`config.mk`:
```
export PLATFORM = sky130hd
export DESIGN_NAME = hilo_muldiv_ctrl_flat
export DESIGN_NICKNAME = d
export VERILOG_FILES = /design/src/rtl/hilo_muldiv_ctrl_pkg.sv /design/src/rtl/hilo_muldiv_ctrl_if.sv /design/src/rtl/hilo_muldiv_ctrl_div_radix2.sv /design/src/rtl/hilo_muldiv_ctrl.sv /design/src/flat_wrapper.sv
export SDC_FILE = /design/constraint.sdc
export NUM_CORES = 2
export LEC_CHECK = 0
export BUFFER_PORTS_ARGS = -buffer_cell sky130_fd_sc_hd__buf_4
export CAP_MARGIN = 20
export CORE_MARGIN = 2
export CORE_UTILIZATION = 36
export DETAILED_ROUTE_END_ITERATION = 8
export PLACE_DENSITY_LB_ADDON = 0.2
export REMOVE_ABC_BUFFERS = 1
export SLEW_MARGIN = 20
export SYNTH_ARGS = -nofsm -noshare
export SYNTH_HDL_FRONTEND = slang
export SYNTH_SLANG_ARGS = --single-unit
```
`constraint.sdc`:
```
create_clock -name clk -period 6.4 [get_ports clk]
set_clock_uncertainty 0.15 [all_clocks]
set_input_delay 1.28 -clock clk [delete_from_list [all_inputs] [get_ports clk]]
set_output_delay 1.28 -clock clk [all_outputs]
set_load 0.05 [all_outputs]
```
`src/rtl/hilo_muldiv_ctrl_pkg.sv`:
```
// Shared opcode encodings, FSM state type and opcode classifiers for the HI/LO
// multiply/divide sequencer.
package hilo_muldiv_ctrl_pkg;

    localparam logic [2:0] MD_NOP   = 3'd0;
    localparam logic [2:0] MD_MULT  = 3'd1;
    localparam logic [2:0] MD_MULTU = 3'd2;
    localparam logic [2:0] MD_DIV   = 3'd3;
    localparam logic [2:0] MD_DIVU  = 3'd4;
    localparam logic [2:0] MD_MTHI  = 3'd5;
    localparam logic [2:0] MD_MTLO  = 3'd6;

    typedef enum logic [1:0] {
        ST_IDLE = 2'd0,
        ST_DIV  = 2'd1,
        ST_DONE = 2'd2,
        ST_MUL  = 2'd3
    } md_state_e;

    function automatic logic is_div_op(input logic [2:0] op);
        return (op == MD_DIV) || (op == MD_DIVU);
    endfunction

    function automatic logic is_mul_op(input logic [2:0] op);
        return (op == MD_MULT) || (op == MD_MULTU);
    endfunction

endpackage

```
`src/rtl/hilo_muldiv_ctrl_if.sv`:
```
// EX-stage interface between the decoder/pipeline (master) and the HI/LO
// multiply/divide sequencer (slave).
interface hilo_muldiv_ctrl_if #(parameter int DW = 32);
    logic          op_valid;
    logic [2:0]    op_code;
    logic [DW-1:0] src_a;
    logic [DW-1:0] src_b;
    logic          flush;
    logic          stall;
    logic          busy;
    logic [DW-1:0] hi_o;
    logic [DW-1:0] lo_o;

    modport master (
        output op_valid, op_code, src_a, src_b, flush,
        input  stall, busy, hi_o, lo_o
    );

    modport slave (
        input  op_valid, op_code, src_a, src_b, flush,
        output stall, busy, hi_o, lo_o
    );
endinterface

```
`src/rtl/hilo_muldiv_ctrl_div_radix2.sv`:
```
// Restoring radix-2 divider: one quotient bit per cycle on operand magnitudes,
// with sign correction applied to the final quotient/remainder.
module hilo_muldiv_ctrl_div_radix2 #(
    parameter int DW = 32
) (
    input  logic          clk,
    input  logic          resetn,
    input  logic          start,
    input  logic          abort,
    input  logic          last,
    input  logic          sign,
    input  logic [DW-1:0] a,
    input  logic [DW-1:0] b,
    output logic          done,
    output logic [DW-1:0] quotient,
    output logic [DW-1:0] remainder
);

    function automatic logic [DW-1:0] neg_if(input logic sel, input logic [DW-1:0] v);
        return sel ? (~v + {{(DW-1){1'b0}}, 1'b1}) : v;
    endfunction

    logic [DW-1:0] rem_r;
    logic [DW-1:0] quo_r;
    logic [DW-1:0] dvs_r;
    logic          neg_q_r;
    logic          neg_r_r;
    logic          run_r;

    logic [DW:0]   shifted_s;
    logic [DW:0]   diff_s;
    logic          qbit_s;
    logic [DW-1:0] rem_nx_s;
    logic [DW-1:0] quo_nx_s;

    // One restoring step; the remainder always fits DW bits since it stays below the divisor
    always_comb begin
        shifted_s = {rem_r, quo_r[DW-1]};
        diff_s    = shifted_s - {1'b0, dvs_r};
        qbit_s    = ~diff_s[DW];
        if (qbit_s) begin
            rem_nx_s = diff_s[DW-1:0];
        end else begin
            rem_nx_s = shifted_s[DW-1:0];
        end
        quo_nx_s  = {quo_r[DW-2:0], qbit_s};
    end

    assign done      = run_r & last;
    assign quotient  = neg_if(neg_q_r, quo_nx_s);
    assign remainder = neg_if(neg_r_r, rem_nx_s);

    // Operand latch and iteration registers
    always_ff @(posedge clk or negedge resetn) begin
        if (!resetn) begin
            rem_r   <= {DW{1'b0}};
            quo_r   <= {DW{1'b0}};
            dvs_r   <= {DW{1'b0}};
            neg_q_r <= 1'b0;
            neg_r_r <= 1'b0;
            run_r   <= 1'b0;
        end else if (abort) begin
            rem_r   <= {DW{1'b0}};
            quo_r   <= {DW{1'b0}};
            dvs_r   <= {DW{1'b0}};
            neg_q_r <= 1'b0;
            neg_r_r <= 1'b0;
            run_r   <= 1'b0;
        end else if (start) begin
            rem_r   <= {DW{1'b0}};
            quo_r   <= neg_if(sign & a[DW-1], a);
            dvs_r   <= neg_if(sign & b[DW-1], b);
            neg_q_r <= sign & (a[DW-1] ^ b[DW-1]);
            neg_r_r <= sign & a[DW-1];
            run_r   <= 1'b1;
        end else if (run_r) begin
            rem_r   <= rem_nx_s;
            quo_r   <= quo_nx_s;
            run_r   <= ~last;
        end else begin
            run_r   <= 1'b0;
        end
    end

endmodule

```
`src/rtl/hilo_muldiv_ctrl.sv`:
```
// HI/LO owner and multiply/divide sequencer for the EX stage.
// Optional macro MULT_2CYCLE_EN registers multiply operands and adds a MUL state.
module hilo_muldiv_ctrl
    import hilo_muldiv_ctrl_pkg::*;
#(
    parameter int DW    = 32,
    parameter int CNT_W = 6
) (
    input  logic               clk,
    input  logic               resetn,
    hilo_muldiv_ctrl_if.slave  md
);

`ifdef MULT_2CYCLE_EN
    localparam logic MUL_STALL = 1'b1;
`else
    localparam logic MUL_STALL = 1'b0;
`endif

    md_state_e        state_r;
    logic [CNT_W-1:0] cnt_r;
    logic [DW-1:0]    hi_r;
    logic [DW-1:0]    lo_r;
    logic             busy_r;

    logic             stall_s;
    logic             issue_s;
    logic             div_start_s;
    logic             div_last_s;
    logic             div_done_s;
    logic [DW-1:0]    div_q_s;
    logic [DW-1:0]    div_r_s;
    logic             mul_signed_s;
    logic [2*DW-1:0]  ext_a_s;
    logic [2*DW-1:0]  ext_b_s;
    logic [2*DW-1:0]  prod_s;

    assign issue_s     = (state_r == ST_IDLE) & md.op_valid & ~md.flush;
    assign div_start_s = issue_s & is_div_op(md.op_code);
    assign div_last_s  = (cnt_r == CNT_W'(DW - 1));

    // Sign-extend operands to full product width so one multiplier serves both forms
    always_comb begin
        mul_signed_s = (md.op_code == MD_MULT);
        ext_a_s      = {{DW{mul_signed_s & md.src_a[DW-1]}}, md.src_a};
        ext_b_s      = {{DW{mul_signed_s & md.src_b[DW-1]}}, md.src_b};
    end

`ifdef MULT_2CYCLE_EN
    logic [2*DW-1:0] mul_a_r;
    logic [2*DW-1:0] mul_b_r;

    // Multiply operand capture in the issue cycle
    always_ff @(posedge clk or negedge resetn) begin
        if (!resetn) begin
            mul_a_r <= {(2*DW){1'b0}};
            mul_b_r <= {(2*DW){1'b0}};
        end else if (issue_s && is_mul_op(md.op_code)) begin
            mul_a_r <= ext_a_s;
            mul_b_r <= ext_b_s;
        end else begin
            mul_a_r <= mul_a_r;
            mul_b_r <= mul_b_r;
        end
    end

    assign prod_s = mul_a_r * mul_b_r;
`else
    assign prod_s = ext_a_s * ext_b_s;
`endif

    // Pipeline hold; reset and flush always release it
    always_comb begin
        stall_s = 1'b0;
        if (!resetn || md.flush) begin
            stall_s = 1'b0;
        end else begin
            case (state_r)
                ST_IDLE: stall_s = md.op_valid &
                                   (is_div_op(md.op_code) | (MUL_STALL & is_mul_op(md.op_code)));
                ST_DIV:  stall_s = 1'b1;
                default: stall_s = 1'b0;
            endcase
        end
    end

    hilo_muldiv_ctrl_div_radix2 #(.DW(DW)) u_div (
        .clk       (clk),
        .resetn    (resetn),
        .start     (div_start_s),
        .abort     (md.flush),
        .last      (div_last_s),
        .sign      (md.op_code == MD_DIV),
        .a         (md.src_a),
        .b         (md.src_b),
        .done      (div_done_s),
        .quotient  (div_q_s),
        .remainder (div_r_s)
    );

    // Sequencer FSM, iteration counter and architectural HI/LO
    always_ff @(posedge clk or negedge resetn) begin
        if (!resetn) begin
            state_r <= ST_IDLE;
            cnt_r   <= {CNT_W{1'b0}};
            hi_r    <= {DW{1'b0}};
            lo_r    <= {DW{1'b0}};
            busy_r  <= 1'b0;
        end else if (md.flush) begin
            state_r <= ST_IDLE;
            cnt_r   <= {CNT_W{1'b0}};
            busy_r  <= 1'b0;
        end else begin
            case (state_r)
                ST_IDLE: begin
                    if (md.op_valid) begin
                        case (md.op_code)
                            MD_MTHI: hi_r <= md.src_a;
                            MD_MTLO: lo_r <= md.src_a;
                            MD_MULT, MD_MULTU: begin
`ifdef MULT_2CYCLE_EN
                                state_r <= ST_MUL;
                                busy_r  <= 1'b1;
`else
                                {hi_r, lo_r} <= prod_s;
`endif
                            end
                            MD_DIV, MD_DIVU: begin
                                state_r <= ST_DIV;
                                cnt_r   <= {CNT_W{1'b0}};
                                busy_r  <= 1'b1;
                            end
                            default: begin
                                state_r <= ST_IDLE;
                            end
                        endcase
                    end else begin
                        state_r <= ST_IDLE;
                    end
                end
                ST_DIV: begin
                    if (div_done_s) begin
                        hi_r    <= div_r_s;
                        lo_r    <= div_q_s;
                        cnt_r   <= {CNT_W{1'b0}};
                        state_r <= ST_DONE;
                    end else begin
                        cnt_r   <= cnt_r + {{(CNT_W-1){1'b0}}, 1'b1};
                    end
                end
                // The div instruction is still presented here; it is consumed, not re-issued
                ST_DONE: begin
                    state_r <= ST_IDLE;
                    busy_r  <= 1'b0;
                end
`ifdef MULT_2CYCLE_EN
                ST_MUL: begin
                    {hi_r, lo_r} <= prod_s;
                    state_r      <= ST_IDLE;
                    busy_r       <= 1'b0;
                end
`endif
                default: begin
                    state_r <= ST_IDLE;
                    busy_r  <= 1'b0;
                end
            endcase
        end
    end

    assign md.stall = stall_s;
    assign md.busy  = busy_r;
    assign md.hi_o  = hi_r;
    assign md.lo_o  = lo_r;

endmodule

```
`src/flat_wrapper.sv`:
```
// flat-port wrapper written by rule: the top's interface ports become plain ports
module hilo_muldiv_ctrl_flat import hilo_muldiv_ctrl_pkg::*;
#(
    parameter int DW    = 32,
    parameter int CNT_W = 6
)
  (clk, resetn, md_op_valid, md_op_code, md_src_a, md_src_b, md_flush, md_stall, md_busy, md_hi_o, md_lo_o);
  hilo_muldiv_ctrl_if #(.DW(DW)) md_i ();
  input  logic clk;
  input  logic resetn;
  input wire logic [$bits(md_i.op_valid)-1:0] md_op_valid;
  input wire logic [$bits(md_i.op_code)-1:0] md_op_code;
  input wire logic [$bits(md_i.src_a)-1:0] md_src_a;
  input wire logic [$bits(md_i.src_b)-1:0] md_src_b;
  input wire logic [$bits(md_i.flush)-1:0] md_flush;
  output wire logic [$bits(md_i.stall)-1:0] md_stall;
  output wire logic [$bits(md_i.busy)-1:0] md_busy;
  output wire logic [$bits(md_i.hi_o)-1:0] md_hi_o;
  output wire logic [$bits(md_i.lo_o)-1:0] md_lo_o;
  assign md_i.op_valid = md_op_valid;
  assign md_i.op_code = md_op_code;
  assign md_i.src_a = md_src_a;
  assign md_i.src_b = md_src_b;
  assign md_i.flush = md_flush;
  assign md_stall = md_i.stall;
  assign md_busy = md_i.busy;
  assign md_hi_o = md_i.hi_o;
  assign md_lo_o = md_i.lo_o;
  hilo_muldiv_ctrl #(.DW(DW), .CNT_W(CNT_W)) u_core (.clk(clk), .resetn(resetn), .md(md_i));
endmodule
```
==> results.md <==
* Run status: complete, but fails checks
* Failing checks: negative setup slack
* Hold WC Path Type: reg -> reg
* Vias per cell at 5.09
* Htree depth at 4
* Worst EP arrival at 8.89 ns
* Initial DRC count at 3075
* Buffers plus inverters on the worst setup path at 9
* CP Launch Type: input pin
* RSZ-0062 raised after global routing: true
* Die width at 380 um
* Xor and xnor fraction of the mapped netlist area at 3.66%
* Final HPWL DP at 147000 um
* Mapped Cells at 5903
* Critical Path Fanout Max at 7
* Synthesis-stage register bit count at 172
* Number of unique standard cell types used by synthesis at 78
* Largest net degree at the start of global routing at 65
* Routability Congestion at 0.903
* Area of the mapped netlist at 0.0510 mm^2
* Filler instances at 13900
* CTS tree: done
* Nets at 7783
* Critical Path Max Stage Delay at 0.60 ns
* Hold Buf Count CTS at 0
* Cell accounting for the most synthesized area: fa_1
* Gr ovfl total at 0
* Global-route wire length before repair at 272000 um
* Core ar. at 0.141 mm^2
* Crit Path Class: in -> reg
* Synth top area share at 44.2%
* Clock transition at path regs at 0.07 ns
* # rows at 138
* Latest clock arrival within the worst-skew pair at 0.46 ns
* Worst slew margin at 22.9%
* Max-cap violations at 0
* Area of the multi-input gates at 0.0431 mm^2
* P&R area growth vs syn at 22.3%
* Most frequent cell after synthesis: inv_1
* Final period utilization at 136%
* Die Ht at 380 um
* Fmax at 0.115 GHz
* Final Cell Area at 0.0623 mm^2
* Die area at 0.145 mm^2
* Iteration count of the initial detailed-routing pass at 5
* CP dominant cell by count: fa_1
* Commonest cells post-synth: inv_1, fa_1, nand2_1, clkbuf_1, and2_1
* Vias in the first global route at 44600
* Residual DRC at 0
* Mux share of post-synthesis cell area at 0.643%
* Setup-failing EPs final at 53
* Worst-Margin Slew at 1.15 ns
* Port bufs at 136
* Tot GR Track Use at 24.4%
* Clk sink count at 172
* Yosys warns at 0
* Starting Density at 36.1%
* Simple-gate share of the synthesized area at 15.9%
* Routed len/inst at 21.4 um
* Post-Syn Area per Cell at 8.63 um^2
* Max-slew violations at 0
* Root Buffer: clkbuf_16
* Slowest cell on crit path: fa_1
* Worst setup EP type: flop
* Delay-heaviest family, CP: adder cells
* Ant diodes at 0
* Antenna violations before repair at 6
* Top FF cell, synth: dfrtp_1
* Layout cell share with drive strength beyond 1 at 20.1%
* Antenna viol nets, final at 0
* Final Critical Period at 8.69 ns
* Compound-gate portion of the synthesized area at 9.47%
* Worst Path Required at 6.59 ns
* Vias at 41900
* Endpoints failing hold at 0
* WL final at 176000 um
* Final worst slack at -2.29 ns
* Seq/Total Area, Yosys at 8.45%
* Clock buffer count from CTS at 17
* Largest family of logic cells by synthesized area: adder cells
* Sequential cell area at 0.00431 mm^2
* CTS max path bufs at 2
* FFs w/ async S/R, synth at 100%
* Io pins at 137
* Synthesized-area fraction occupied by adder cells at 50.4%
* Cell Area, Placed at 0.0580 mm^2
* EDFF count, synth at 0
* Top cells by area, synth: fa_1, inv_1, dfrtp_1, nand2_1, ha_1
==> cell type report <==
cell class                 count  share of cell area (%)
multi-input combinational   4167                    69.2
timing repair buffer         791                    12.0
inverter                    1187                    7.17
sequential                   172                    6.91
tap                         1890                    3.79
clock buffer                  18                   0.704
clock inverter                13                   0.251
==> sequential cells by signal (all words and copies together), names as in the netlist <==
register	count
u_core.u_div.neg_r_r	1
u_core.cnt_r	6
u_core.md.lo_o	32
u_core.state_r	2
u_core.u_div.quo_r	32
u_core.u_div.run_r	1
u_core.u_div.neg_q_r	1
u_core.u_div.rem_r	32
u_core.u_div.dvs_r	32
u_core.md.hi_o	32
u_core.md.busy	1
==> cell families after synthesis <==
kind of cell | Yosys count
compound gates | 772
xor+xnor | 213
flops | 172
simple gates | 1774
buf+inv | 1564
fa+ha+maj | 1376
mux | 32
==> per-stage QoR <==
stage                     hold slack [ns]  TNS, ns  utilization, %  worst slack [ns]  cells
after global placement              0.317  -131.09            41.1             -3.30   8152
after floorplan                     0.304  -108.07               -             -3.76   5526
after global routing                0.363   -96.40            44.2             -2.54   8238
final                               0.337   -84.52            44.2             -2.29   8238
after CTS                           0.339   -87.60            42.6             -2.30   8202
after detailed placement            0.322  -133.69            41.1             -3.39   8152
==> layout by cell type (no fill, tap or decap), drive strengths merged, types with 38 or more instances in the layout <==
cell / Yosys / layout
inv: 1187 / 1192
nor3: 48 / 48
nor2: 226 / 226
a211oi: 46 / 46
nand2: 971 / 971
dfrtp: 172 / 172
o21ai: 183 / 183
and2: 311 / 311
ha: 250 / 250
xor2: 81 / 81
buf: 65 / 783
fa: 1126 / 1126
xnor2: 132 / 132
o22ai: 38 / 38
a21o: 39 / 39
a21oi: 241 / 241
==> final timing paths <==
kind,from,to,slack (ns),cells after the start
min in group asynchronous,resetn,u_core.u_div.dvs_r[9],0.64,1
max reg2reg,u_core.u_div.quo_r[31],u_core.md.hi_o[24],0.57,23
max in group asynchronous,resetn,u_core.u_div.run_r,4.14,2
min,u_core.md.lo_o[10],u_core.md.lo_o[10],0.34,2
min reg2reg,u_core.md.lo_o[10],u_core.md.lo_o[10],0.34,2
max,md_op_code[1],u_core.md.hi_o[28],-2.29,33
==> tightest hold or removal path: cells and delay by family (launching register included) <==
kind             cells  cell delay (ns)
AO/OA/AOI/OAI        1             0.06
flip-flops           1             0.35
AND/OR/NAND/NOR      1             0.05
==> per-layer routing <==
layer	wire, um	vias to the layer above	part of all wire, %	track usage (%)
li1	-	18800	-	-
met3	10400	173	5.9	2.73
met4	4060	8	2.3	5.17
met5	49	-	0.028	0
met2	81500	1247	46	39.2
met1	80100	21700	45	35.4
==> repair_timing <==
action | 4_1_cts | 5_1_grt
buffers inserted | 22 | 44
gates resized for setup | 321 | 477
pin swaps | 142 | 254
setup endpoints to repair | 54 | 54
cloned | 1 | 5
Power is not shown: default switching activity piles up to over one toggle a cycle in this logic, so the estimate is an artifact.
